File: src/rtl/bist_sequencer_if.sv
// Bundle of sequencer control/status and BIST-engine handshake signals.
// master = sequencer view, slave = SoC/engine-side view.
interface bist_sequencer_if #(
  parameter int NUM_PATTERNS  = 4,
  parameter int PATTERN_WIDTH = 2
);
  logic                     start;
  logic [NUM_PATTERNS-1:0]  pattern_mask;
  logic                     stop_on_fail;
  logic                     busy;
  logic                     seq_done;
  logic [NUM_PATTERNS-1:0]  pass_vec;
  logic [NUM_PATTERNS-1:0]  fail_vec;
  logic [NUM_PATTERNS-1:0]  timeout_vec;
  logic                     first_fail_valid;
  logic [PATTERN_WIDTH-1:0] first_fail_pattern;
  logic                     bist_rst;
  logic                     bist_en;
  logic [PATTERN_WIDTH-1:0] bist_pattern_sel;
  logic                     bist_done;
  logic                     bist_fail;
  logic [PATTERN_WIDTH-1:0] bist_fail_pattern;

  modport master (
    input  start, pattern_mask, stop_on_fail,
    input  bist_done, bist_fail, bist_fail_pattern,
    output busy, seq_done, pass_vec, fail_vec, timeout_vec,
    output first_fail_valid, first_fail_pattern,
    output bist_rst, bist_en, bist_pattern_sel
  );

  modport slave (
    output start, pattern_mask, stop_on_fail,
    output bist_done, bist_fail, bist_fail_pattern,
    input  busy, seq_done, pass_vec, fail_vec, timeout_vec,
    input  first_fail_valid, first_fail_pattern,
    input  bist_rst, bist_en, bist_pattern_sel
  );
endinterface

File: src/rtl/bist_sequencer.sv
// BIST sequencer: runs the selected BIST patterns one at a time (reset,
// run with timeout, record) and keeps an aggregate pass/fail status.
// Every output is a flop; all state resets synchronously.
module bist_sequencer #(
  parameter int NUM_PATTERNS   = 4,
  parameter int PATTERN_WIDTH  = 2,
  parameter int RST_CYCLES     = 16,
  parameter int TIMEOUT_CYCLES = 4096
) (
  input logic               clk,
  input logic               rst,
  bist_sequencer_if.master  bus
);

  localparam int RCW = (RST_CYCLES > 1) ? $clog2(RST_CYCLES) : 1;
  localparam int TW  = $clog2(TIMEOUT_CYCLES);
  localparam logic [PATTERN_WIDTH-1:0] LAST_IDX  = PATTERN_WIDTH'(NUM_PATTERNS - 1);
  localparam logic [RCW-1:0]           RCNT_LOAD = RCW'(RST_CYCLES - 1);
  localparam logic [TW-1:0]            TCNT_LAST = TW'(TIMEOUT_CYCLES - 1);

  typedef enum logic [2:0] {
    S_IDLE   = 3'd0,
    S_SELECT = 3'd1,
    S_BRESET = 3'd2,
    S_RUN    = 3'd3,
    S_RECORD = 3'd4,
    S_FINISH = 3'd5
  } state_e;

  state_e                   state_q, state_d;
  logic [PATTERN_WIDTH-1:0] idx_q, idx_d;
  logic [NUM_PATTERNS-1:0]  mask_q, mask_d;
  logic                     stop_q, stop_d;
  logic [RCW-1:0]           rcnt_q, rcnt_d;
  logic [TW-1:0]            tcnt_q, tcnt_d;
  // Result of the run that just ended, consumed in RECORD
  logic                     cap_fail_q, cap_fail_d;
  logic                     cap_to_q, cap_to_d;
  logic [PATTERN_WIDTH-1:0] cap_pat_q, cap_pat_d;
  // Registered outputs
  logic                     busy_q, busy_d;
  logic                     seq_done_q, seq_done_d;
  logic [NUM_PATTERNS-1:0]  pass_q, pass_d;
  logic [NUM_PATTERNS-1:0]  fail_q, fail_d;
  logic [NUM_PATTERNS-1:0]  to_q, to_d;
  logic                     ffv_q, ffv_d;
  logic [PATTERN_WIDTH-1:0] ffp_q, ffp_d;
  logic                     brst_q, brst_d;
  logic                     ben_q, ben_d;
  logic [PATTERN_WIDTH-1:0] bsel_q, bsel_d;

  // Next-state and next-output logic for the sequencing FSM
  always_comb begin
    state_d    = state_q;
    idx_d      = idx_q;
    mask_d     = mask_q;
    stop_d     = stop_q;
    rcnt_d     = rcnt_q;
    tcnt_d     = tcnt_q;
    cap_fail_d = cap_fail_q;
    cap_to_d   = cap_to_q;
    cap_pat_d  = cap_pat_q;
    busy_d     = busy_q;
    seq_done_d = seq_done_q;
    pass_d     = pass_q;
    fail_d     = fail_q;
    to_d       = to_q;
    ffv_d      = ffv_q;
    ffp_d      = ffp_q;
    brst_d     = brst_q;
    ben_d      = ben_q;
    bsel_d     = bsel_q;

    case (state_q)
      S_IDLE: begin
        brst_d = 1'b1;
        ben_d  = 1'b0;
        if (bus.start) begin
          // Either way a new request wipes the previous sequence's status
          pass_d     = '0;
          fail_d     = '0;
          to_d       = '0;
          ffv_d      = 1'b0;
          ffp_d      = '0;
          if (bus.pattern_mask != '0) begin
            mask_d     = bus.pattern_mask;
            stop_d     = bus.stop_on_fail;
            seq_done_d = 1'b0;
            busy_d     = 1'b1;
            idx_d      = '0;
            state_d    = S_SELECT;
          end else begin
            // Nothing to run: report completion without ever going busy
            seq_done_d = 1'b1;
          end
        end else begin
          state_d = S_IDLE;
        end
      end

      S_SELECT: begin
        if (mask_q[idx_q]) begin
          bsel_d  = idx_q;
          rcnt_d  = RCNT_LOAD;
          brst_d  = 1'b1;
          ben_d   = 1'b0;
          state_d = S_BRESET;
        end else if (idx_q == LAST_IDX) begin
          busy_d     = 1'b0;
          seq_done_d = 1'b1;
          brst_d     = 1'b1;
          state_d    = S_FINISH;
        end else begin
          idx_d = idx_q + PATTERN_WIDTH'(1);
        end
      end

      S_BRESET: begin
        if (rcnt_q == '0) begin
          brst_d  = 1'b0;
          ben_d   = 1'b1;
          tcnt_d  = '0;
          state_d = S_RUN;
        end else begin
          rcnt_d = rcnt_q - RCW'(1);
        end
      end

      S_RUN: begin
        // A completion on the last allowed cycle still counts as completion
        if (bus.bist_done) begin
          cap_fail_d = bus.bist_fail;
          cap_to_d   = 1'b0;
          cap_pat_d  = bus.bist_fail_pattern;
          ben_d      = 1'b0;
          brst_d     = 1'b1;
          state_d    = S_RECORD;
        end else if (tcnt_q == TCNT_LAST) begin
          cap_fail_d = 1'b1;
          cap_to_d   = 1'b1;
          cap_pat_d  = idx_q;
          ben_d      = 1'b0;
          brst_d     = 1'b1;
          state_d    = S_RECORD;
        end else begin
          tcnt_d = tcnt_q + TW'(1);
        end
      end

      S_RECORD: begin
        if (cap_fail_q) begin
          fail_d[idx_q] = 1'b1;
          if (cap_to_q) begin
            to_d[idx_q] = 1'b1;
          end else begin
            to_d = to_q;
          end
          // Only the first failure of a sequence is reported
          if (!ffv_q) begin
            ffv_d = 1'b1;
            ffp_d = cap_pat_q;
          end else begin
            ffv_d = ffv_q;
          end
        end else begin
          pass_d[idx_q] = 1'b1;
        end
        if ((cap_fail_q && stop_q) || (idx_q == LAST_IDX)) begin
          busy_d     = 1'b0;
          seq_done_d = 1'b1;
          state_d    = S_FINISH;
        end else begin
          idx_d   = idx_q + PATTERN_WIDTH'(1);
          state_d = S_SELECT;
        end
      end

      S_FINISH: begin
        brst_d  = 1'b1;
        ben_d   = 1'b0;
        state_d = S_IDLE;
      end

      default: begin
        state_d = S_IDLE;
      end
    endcase
  end

  // State and output registers with synchronous reset
  always_ff @(posedge clk) begin
    if (rst) begin
      state_q    <= S_IDLE;
      idx_q      <= '0;
      mask_q     <= '0;
      stop_q     <= 1'b0;
      rcnt_q     <= '0;
      tcnt_q     <= '0;
      cap_fail_q <= 1'b0;
      cap_to_q   <= 1'b0;
      cap_pat_q  <= '0;
      busy_q     <= 1'b0;
      seq_done_q <= 1'b0;
      pass_q     <= '0;
      fail_q     <= '0;
      to_q       <= '0;
      ffv_q      <= 1'b0;
      ffp_q      <= '0;
      brst_q     <= 1'b1;
      ben_q      <= 1'b0;
      bsel_q     <= '0;
    end else begin
      state_q    <= state_d;
      idx_q      <= idx_d;
      mask_q     <= mask_d;
      stop_q     <= stop_d;
      rcnt_q     <= rcnt_d;
      tcnt_q     <= tcnt_d;
      cap_fail_q <= cap_fail_d;
      cap_to_q   <= cap_to_d;
      cap_pat_q  <= cap_pat_d;
      busy_q     <= busy_d;
      seq_done_q <= seq_done_d;
      pass_q     <= pass_d;
      fail_q     <= fail_d;
      to_q       <= to_d;
      ffv_q      <= ffv_d;
      ffp_q      <= ffp_d;
      brst_q     <= brst_d;
      ben_q      <= ben_d;
      bsel_q     <= bsel_d;
    end
  end

  assign bus.busy               = busy_q;
  assign bus.seq_done           = seq_done_q;
  assign bus.pass_vec           = pass_q;
  assign bus.fail_vec           = fail_q;
  assign bus.timeout_vec        = to_q;
  assign bus.first_fail_valid   = ffv_q;
  assign bus.first_fail_pattern = ffp_q;
  assign bus.bist_rst           = brst_q;
  assign bus.bist_en            = ben_q;
  assign bus.bist_pattern_sel   = bsel_q;

endmodule

File: src/flat_wrapper.sv
// flat-port wrapper written by rule: the top's interface ports become plain ports
module bist_sequencer_flat 
#(
  parameter int NUM_PATTERNS   = 4,
  parameter int PATTERN_WIDTH  = 2,
  parameter int RST_CYCLES     = 16,
  parameter int TIMEOUT_CYCLES = 4096
)
  (clk, rst, bus_start, bus_pattern_mask, bus_stop_on_fail, bus_bist_done, bus_bist_fail, bus_bist_fail_pattern, bus_busy, bus_seq_done, bus_pass_vec, bus_fail_vec, bus_timeout_vec, bus_first_fail_valid, bus_first_fail_pattern, bus_bist_rst, bus_bist_en, bus_bist_pattern_sel);
  bist_sequencer_if #(.NUM_PATTERNS(NUM_PATTERNS), .PATTERN_WIDTH(PATTERN_WIDTH)) bus_i ();
  input logic clk;
  input logic rst;
  input wire logic [$bits(bus_i.start)-1:0] bus_start;
  input wire logic [$bits(bus_i.pattern_mask)-1:0] bus_pattern_mask;
  input wire logic [$bits(bus_i.stop_on_fail)-1:0] bus_stop_on_fail;
  input wire logic [$bits(bus_i.bist_done)-1:0] bus_bist_done;
  input wire logic [$bits(bus_i.bist_fail)-1:0] bus_bist_fail;
  input wire logic [$bits(bus_i.bist_fail_pattern)-1:0] bus_bist_fail_pattern;
  output wire logic [$bits(bus_i.busy)-1:0] bus_busy;
  output wire logic [$bits(bus_i.seq_done)-1:0] bus_seq_done;
  output wire logic [$bits(bus_i.pass_vec)-1:0] bus_pass_vec;
  output wire logic [$bits(bus_i.fail_vec)-1:0] bus_fail_vec;
  output wire logic [$bits(bus_i.timeout_vec)-1:0] bus_timeout_vec;
  output wire logic [$bits(bus_i.first_fail_valid)-1:0] bus_first_fail_valid;
  output wire logic [$bits(bus_i.first_fail_pattern)-1:0] bus_first_fail_pattern;
  output wire logic [$bits(bus_i.bist_rst)-1:0] bus_bist_rst;
  output wire logic [$bits(bus_i.bist_en)-1:0] bus_bist_en;
  output wire logic [$bits(bus_i.bist_pattern_sel)-1:0] bus_bist_pattern_sel;
  assign bus_i.start = bus_start;
  assign bus_i.pattern_mask = bus_pattern_mask;
  assign bus_i.stop_on_fail = bus_stop_on_fail;
  assign bus_i.bist_done = bus_bist_done;
  assign bus_i.bist_fail = bus_bist_fail;
  assign bus_i.bist_fail_pattern = bus_bist_fail_pattern;
  assign bus_busy = bus_i.busy;
  assign bus_seq_done = bus_i.seq_done;
  assign bus_pass_vec = bus_i.pass_vec;
  assign bus_fail_vec = bus_i.fail_vec;
  assign bus_timeout_vec = bus_i.timeout_vec;
  assign bus_first_fail_valid = bus_i.first_fail_valid;
  assign bus_first_fail_pattern = bus_i.first_fail_pattern;
  assign bus_bist_rst = bus_i.bist_rst;
  assign bus_bist_en = bus_i.bist_en;
  assign bus_bist_pattern_sel = bus_i.bist_pattern_sel;
  bist_sequencer #(.NUM_PATTERNS(NUM_PATTERNS), .PATTERN_WIDTH(PATTERN_WIDTH), .RST_CYCLES(RST_CYCLES), .TIMEOUT_CYCLES(TIMEOUT_CYCLES)) u_core (.clk(clk), .rst(rst), .bus(bus_i));
endmodule
File: config.mk
export PLATFORM = sky130hd
export DESIGN_NAME = bist_sequencer_flat
export DESIGN_NICKNAME = d
export VERILOG_FILES = /design/src/rtl/bist_sequencer_if.sv /design/src/rtl/bist_sequencer.sv /design/src/flat_wrapper.sv
export SDC_FILE = /design/constraint.sdc
export NUM_CORES = 1
export LEC_CHECK = 0
export CORE_MARGIN = 2
export CORE_UTILIZATION = 50
export CTS_CLUSTER_SIZE = 30
export DETAILED_ROUTE_END_ITERATION = 16
export PLACE_DENSITY = 0.83
export SYNTH_ARGS = -nofsm -noshare
export SYNTH_HDL_FRONTEND = slang
export SYNTH_SLANG_ARGS = --single-unit
File: constraint.sdc
create_clock -name clk -period 3.3 [get_ports clk]
set_clock_uncertainty 0.15 [all_clocks]
set_input_delay 0.495 -clock clk [delete_from_list [all_inputs] [get_ports clk]]
set_output_delay 0.495 -clock clk [all_outputs]
set_load 0.05 [all_outputs]
# After elaboration in Yosys (flattened, before gate mapping)
# Cells that the tools add are included.
# word_totals
out_inout_bits	21
inputBits	12
regBits	51
# op_classes
n_mux	67
n_bitwise	3
add_sub_neg	3
n_lt_le_gt_ge	2
reduce_logical	28
n_eq_ne	26
# ops
operator	count
two-way mux 12 bit	3
case mux 4 bit (2 select lines)	4
two-way mux 4 bit	7
two-way mux 1 bit	24
two-way mux 3 bit	8
case mux 12 bit (2 select lines)	1
AND reduction 4 bit	6
two-way mux 2 bit	10
!= test 2 bit (second input constant)	9
case mux 3 bit (5 select lines)	1
!= test 2 x 1 -> 1 bit (second input constant)	7
adder 12 x 1 -> 12 bit (second input constant)	1
== test 12 bit (second input constant)	1
bitwise OR 4 bit	3
AND reduction 3 bit	4
AND reduction 6 bit	2
case mux 1 bit (4 select lines)	2
nonzero test 2 bit	4
nonzero test 4 bit	2
== test 3 x 2 -> 1 bit (second input constant)	2
== test 3 bit (second input constant)	2
!= test 3 x 2 -> 1 bit (second input constant)	2
case mux 1 bit (3 select lines)	2
case mux 2 bit (3 select lines)	1
19 further kinds	21

# Logic depth before layout (Yosys ltp)
# Gate-level depths: netlist of the first run.
# logic_depth
depth_word	8
depth_mapped	7

# Least setup slack after synthesis of the first run
# No wires, ideal clock.
# synth_path
path_kind	register to register
from	register u_core.idx_q[1]
to	register u_core.idx_q[1]
path_buffers	1
path_stages_with_launch	7
setup_slack_ps	994
arrival_time_ps	2025
period_less_slack_ps	2306
cell_sequence	dfxtp_1 > mux4_2 > or4b_4 > buf_6 > a32oi_4 > or2b_2 > a21oi_2
# synth_via
elab_chain_cells	4
# synth_rtl
element	line_no	rtl
start, declared	bist_sequencer.sv:31	logic [PATTERN_WIDTH-1:0] idx_q, idx_d;
start signal, assigned	bist_sequencer.sv:214	idx_q <= idx_d;
adder 2 x 1 -> 2 bit, or another cell as far along	bist_sequencer.sv:114, bist_sequencer.sv:173	
two-way mux 2 bit, or another cell as far along	bist_sequencer.sv:108	end else if (idx_q == LAST_IDX) begin
two-way mux 2 bit / != test 2 bit (equally long branches)	n/a	
case mux 2 bit (3 select lines) / AND reduction 6 bit (equally long branches)	n/a	
# Several ways; a longest one is shown, not always the timed one. The select of a mux whose other input is x is not followed.
# A chain may end at the register's enable or synchronous reset.

# Worst setup path after layout of the first run
# layout_path
from	input bus_bist_done
to	register u_core.tcnt_q[2]
# layout_via
elab_chain_cells	2
# layout_rtl
element	line_no	rtl
start, declared	flat_wrapper.sv:16	input wire logic [$bits(bus_i.bist_done)-1:0] bus_bist_done;
!= test 2 bit (no line)	n/a	
AND reduction 4 bit (no line)	n/a	
end signal, assigned	bist_sequencer.sv:218	tcnt_q <= tcnt_d;
end, declared	bist_sequencer.sv:35	logic [TW-1:0] tcnt_q, tcnt_d;
# No other way between the ends.

==> results_dict.tcl, run 1 <==
set metrics [dict create \
    synthFlopType "dfxtp_1" \
    ys_seq_area_frac 0.429 \
    grt_pass1_wl_um 8890 \
    synthDistinctLibCells 48 \
    max_stage_delay_ns 0.54 \
    yosysMostFrequentCell "dfxtp_1" \
    final_max_slew_viol_count 0 \
    die_x_um 73.0 \
    crit_chain "clkdlybuf4s50_1, nand4bb_1, a31oi_1, buf_4, a21oi_1, buf_4, o21ai_0, a21oi_1" \
    grt_max_degree 21 \
    critPathRequiredTime_ns 3.35 \
    cts_made_buffers 5 \
    period_share 0.702 \
    hp-class "register to register" \
    maxSlewHeadroom 0.567 \
    drt_iter0_markers 170 \
    routed-via-count 2170 \
    setup_viol 0 \
    drv_cap 0 \
    fin_nets 326 \
    place.gp.congestion 0.935 \
    worst_setup_path_end_kind "register" \
    ys_async_sr_fraction 0 \
    drive_gt1_frac 0.0747 \
    synthTopCellsByArea "dfxtp_1 43%, a21oi_1 6.7%, nor2_1 6.3%" \
    crit_arrival_ns 2.36 \
    antenna_found_initial 0 \
    n_antenna_cell 0 \
    ant_nets 0 \
    cp_max_fo 13 \
    placedInstanceArea_um2 2760 \
    dr.pass1.iters 4 \
    cts_setup_buffers 0 \
    clock.fmax_mhz 431 \
    yosys.area.top_type "dfxtp_1" \
    initial_core_util 0.511 \
    r2r_slack_ns 1.08 \
    postLayoutCellArea_um2 2840 \
    grt_usage 0.208 \
    routedWlPerCell_um 14.5 \
    hold_viol 0 \
    path_delay_family "buffers and inverters" \
    min-delay-start "u_core.bus.seq_done" \
    syn_area_um2 2380 \
    vias_per_cell 5.99 \
    ctsResizeCount 0 \
    power_density_nw_per_um2 442 \
    route.detailed.drc 0 \
    clk_path_buf_depth 2 \
    io_pins 33 \
    syn-num-nets 295 \
    cts.sinks 51 \
    peakVddDrop_v 0.000367 \
    std_cell_rows 25 \
    worstReg2RegStart "u_core.idx_q[1]" \
    htree_num_levels 2 \
    status "finished clean" \
    cts_tree "built" \
    totalNegativeSetupSlack_ns 0 \
    avgSynthCellArea_um2 8.60 \
    reg2reg_to "u_core.idx_q[1]" \
    clk_pin_slew_ns 0.09 \
    whs_ns 0.299 \
    dieArea_um2 5330 \
    slowest_stage "clkdlybuf4s50_1" \
    ys_warn_count 0 \
    clock_latency_ns 0.30 \
    rsz0062_at_grt "false" \
    worst_slew_pin_slew_ns 0.645 \
    ys_top_cells_by_count "51 x dfxtp_1, 40 x nor2_1, 32 x a21oi_1" \
    dp_hpwl_um 3690 \
    hold_depth 2 \
    path_buf_inv 3 \
    ys_seq_elements 51 \
    holdBufCountCts 0 \
    portBuffers 32 \
    worstSetupStartpointType "input port" \
    die_height_um 73.0 \
    grt_pass1_vias 2011 \
    period_needed_ns 2.32 \
    synth_top_area_frac 0.429 \
    cts_root_buffer "clkbuf_8" \
    postSynthCellCount 277 \
    coreArea_um2 4660 \
    p_leak_nw 0.973 \
    path_class "input port to register" \
    overflow 0 \
    worstHoldEndpoint "u_core.bus.seq_done" \
    syn_to_final_growth_pct 19.3 \
    synth-edff-count 0 \
    drt_wl_total_um 5250 \
    r2r_cells 5 \
]
==> cell usage in the layout, fill, tap and decap left out, types with 2 or more instances in the layout <==
cell type	instances
a211oi_1	7
o211ai_1	3
and2_1	3
dfxtp_1	51
nand2_1	14
nor2_1	40
clkdlybuf4s50_1	32
a31oi_1	7
buf_4	7
nor2b_1	3
o21ai_0	14
or3_1	2
mux2i_1	4
a22oi_1	8
and3_1	3
nand3b_1	6
nand2b_1	3
nand4_1	4
nor3_1	7
nor3b_1	7
nand3_1	5
a221oi_1	2
a41oi_1	3
clkbuf_8	6
ha_1	6
inv_1	6
a21oi_1	32
and4_1	2
==> cells by family (layout without fill, tap and decap cells) <==
family | after synthesis | in the layout | synth area share
and+or+nand+nor | 109 | 109 | 0.244
AOI/OAI and AO/OA | 83 | 83 | 0.223
DFF | 51 | 51 | 0.429
buffers and inverters | 21 | 52 | 0.0378
adders and majority gates | 6 | 6 | 0.0315
muxes | 6 | 6 | 0.0310
xor gates and xnor gates | 1 | 1 | 0.00368
==> worst max path at each step <==
stage	cells past startpoint	from	slack (ns)	end
2_1_floorplan	6	u_core.idx_q[1]	0.99	u_core.idx_q[1]
3_3_place_gp	8	bus_bist_done	0.77	u_core.tcnt_q[9]
3_5_place_dp	8	bus_bist_done	0.67	u_core.tcnt_q[2]
4_1_cts	8	bus_bist_done	0.99	u_core.tcnt_q[2]
5_1_grt	8	bus_bist_done	0.79	u_core.tcnt_q[2]
6_report	8	bus_bist_done	0.98	u_core.tcnt_q[2]
==> worst min-delay path, stage by stage, from the launching register on <==
cell and delay (ns):
dfxtp_1 0.32, inv_1 0.05, a21oi_1 0.05
==> where the power goes <==
group          switching [mW]  internal (mW)
Clock                   0.198          0.165
Combinational           0.130         0.0914
Sequential             0.0341          0.637
==> registers in the layout (all words and copies together), names as in the netlist, 3 cells and up <==
name / flops
u_core.tcnt_q: 12
u_core.state_q: 3
u_core.rcnt_q: 4
u_core.bus.fail_vec: 4
u_core.bus.timeout_vec: 4
u_core.mask_q: 4
u_core.bus.pass_vec: 4
==> routing by layer <==
| layer | part of all wire | track usage | vias to the layer above |
|---|---|---|---|
| li1 | - | - | 1067 |
| met1 | 0.46 | 0.280 | 1047 |
| met2 | 0.46 | 0.324 | 49 |
| met3 | 0.064 | 0.0511 | 7 |
| met4 | 0.013 | 0.0741 | 0 |
| met5 | 0 | 0 | - |
==> through the flow <==
| stage | setup WS (ns) | utilization | power (mW) | cells |
|---|---|---|---|---|
| 2_1_floorplan | 0.994 | - | 0.845 | 277 |
| 3_3_place_gp | 0.770 | 0.591 | 0.900 | 355 |
| 3_5_place_dp | 0.666 | 0.591 | 0.904 | 355 |
| 4_1_cts | 0.987 | 0.610 | 1.26 | 362 |
| 5_1_grt | 0.786 | 0.610 | 1.31 | 362 |
| 6_report | 0.982 | 0.610 | 1.26 | 362 |
==> area by class of cell <==
| cell class | count | area (um^2) |
|---|---|---|
| clock inverter | 1 | 5.00 |
| multi-input combinational | 205 | 1270 |
| inverter | 6 | 22.5 |
| clock buffer | 6 | 82.6 |
| fill | 390 | 1820 |
| timing repair buffer | 39 | 373 |
| sequential | 51 | 1020 |
| tap | 54 | 67.6 |
Power figures use the tool's default switching activity.
==> inputs of run 2 (changes only) <==
- clock period: 3.3 -> 2.4 ns (I/O delays scaled with it)
==> run 2 against run 1 <==
Compared with the run above:
- clock power up 39%
- via count up 0.97%
- non-clock buffer count up 10
- sequential cell count unchanged
- die area unchanged
- global-route usage up 1.7 points
- sequential power up 35%
- register-to-register slack worse by 0.91 ns
- core utilization up 1.7 points
==> results_dict.tcl, run 2 (synthesis results as in run 1) <==
set metrics [dict create \
    period_needed_ns 2.23 \
    peakVddDrop_v 0.000433 \
    reg2reg_to "u_core.idx_q[1]" \
    crit_arrival_ns 2.27 \
    hp-class "register to register" \
    pwr-share-seq 0.514 \
    hold_viol 0 \
    power.switching_mw 0.512 \
    routedWlPerCell_um 15.0 \
    place_ws_ns 0.0736 \
    grt_pass1_vias 2090 \
    die_height_um 73.0 \
    cts_tree "built" \
    worst_setup_path_end_kind "register" \
    place.gp.congestion 0.892 \
    drv_cap 0 \
    routed-via-count 2191 \
    largest_reg_flops 12 \
    dp_hpwl_um 4060 \
    hold_depth 2 \
    coreArea_um2 4660 \
    crit_chain "mux4_2, or4b_4, a32oi_4, or2b_2, a21oi_2" \
    dp_cells 365 \
    portBuffers 32 \
    cts_made_buffers 5 \
    r2r_slack_ns 0.17 \
    critPathRequiredTime_ns 2.45 \
    final_cell_mix "51 x dfxtp_1, 40 x nor2_1, 32 x clkdlybuf4s50_1, 31 x a21oi_1, 17 x buf_4" \
    grt_pass1_wl_um 9490 \
    clk_path_buf_depth 2 \
    status "finished clean" \
    postLayoutCellArea_um2 2920 \
    swShare 0.290 \
    max_stage_delay_ns 0.57 \
    fin_nets 336 \
    htree_num_levels 2 \
    antenna_found_initial 0 \
    drt_iter0_markers 161 \
    slowest_stage "mux4_2" \
    clock.fmax_mhz 449 \
    drt_wl_total_um 5580 \
    totalNegativeSetupSlack_ns 0 \
    p_comb_frac 0.200 \
    drive_gt1_frac 0.107 \
    regMostFlops "u_core.tcnt_q" \
    final_max_slew_viol_count 0 \
    n_antenna_cell 0 \
    setup_slack_ns 0.174 \
    overflow 0 \
    cts_root_buffer "clkbuf_8" \
    power_density_nw_per_um2 603 \
    p_leak_nw 1.02 \
    std_cell_rows 25 \
    holdBufCountCts 0 \
    initial_core_util 0.511 \
    die_x_um 73.0 \
    setup_viol 0 \
    clock_latency_ns 0.30 \
    internal-power_mw 1.25 \
    worstSetupStartpointType "register" \
    vias_per_cell 5.89 \
    power_mw 1.76 \
    final_cells 372 \
    io_pins 33 \
    worstReg2RegStart "u_core.idx_q[1]" \
    grt_usage 0.225 \
    final_common_cell "dfxtp_1" \
    dieArea_um2 5330 \
    cp_max_fo 6 \
    syn_to_final_growth_pct 22.6 \
    period_share 0.927 \
    dr.pass1.iters 4 \
    route.detailed.drc 0 \
    rsz0062_at_grt "false" \
    min-delay-start "u_core.bus.seq_done" \
    path_class "register to register" \
    cts.sinks 51 \
    pwr-share-clk 0.285 \
    grt_max_degree 19 \
    ant_nets 0 \
    placedInstanceArea_um2 2830 \
    nFillCells 387 \
    worstHoldEndpoint "u_core.bus.seq_done" \
    clk_pin_slew_ns 0.09 \
    r2r_cells 5 \
    maxSlewHeadroom 0.573 \
    worst_slew_pin_slew_ns 0.639 \
]
run 2: cell types whose count changed in the layout (fill, tap and decap cells not counted), sizes merged:
cell  previous run  this run
buf              7        17
run 2: area by class of cell:
| cell class | instances | area (um^2) | area share |
|---|---|---|---|
| clock inverter | 1 | 5.00 | 0.00171 |
| tap | 54 | 67.6 | 0.0231 |
| timing repair buffer | 49 | 448 | 0.153 |
| sequential | 51 | 1020 | 0.349 |
| inverter | 6 | 22.5 | 0.00771 |
| clock buffer | 6 | 82.6 | 0.0283 |
| multi-input combinational | 205 | 1270 | 0.436 |
run 2: power groups by stage:
stage	clock [mW]	sequential [mW]	combinational (mW)
2_1_floorplan	0	0.944	0.218
5_1_grt	0.538	0.911	0.385
4_1_cts	0.515	0.906	0.351
3_5_place_dp	0	0.925	0.349
3_3_place_gp	0	0.924	0.343
6_report	0.503	0.906	0.353
run 2: per-layer routing:
layer	routed length, um	track usage
met1	2560	0.285
met2	2650	0.378
met3	301	0.0539
met4	69	0.0700
met5	0	0
run 2: worst max path at each step:
stage | to | slack (ns) | cells after the start | from
4_1_cts | u_core.tcnt_q[8] | 0.08 | 6 | u_core.tcnt_q[0]
2_1_floorplan | u_core.idx_q[1] | 0.09 | 6 | u_core.idx_q[1]
3_3_place_gp | u_core.tcnt_q[11] | 0.12 | 6 | bus_bist_done
5_1_grt | u_core.idx_q[1] | 0.12 | 5 | u_core.idx_q[1]
6_report | u_core.idx_q[1] | 0.17 | 5 | u_core.idx_q[1]
3_5_place_dp | u_core.tcnt_q[8] | 0.07 | 6 | bus_bist_done
run 2: timing repair:
action	in CTS	in global routing
gates resized for setup	0	1
setup endpoints to repair	0	12
endpoints found under the hold margin	0	0
buffers inserted	0	0
run 2: stage by stage:
step            util  hold WS, ns
6_report       0.627        0.293
5_1_grt        0.627        0.347
4_1_cts        0.626        0.296
3_5_place_dp   0.607        0.282
3_3_place_gp   0.607        0.279
2_1_floorplan      -        0.301
run 2: worst max-delay path, delay by kind of cell (launching register included):
kind            cells  cell delay [ns]
flops               1             0.38
compound gates      2             0.30
mux                 1             0.57
simple gates        2             0.73
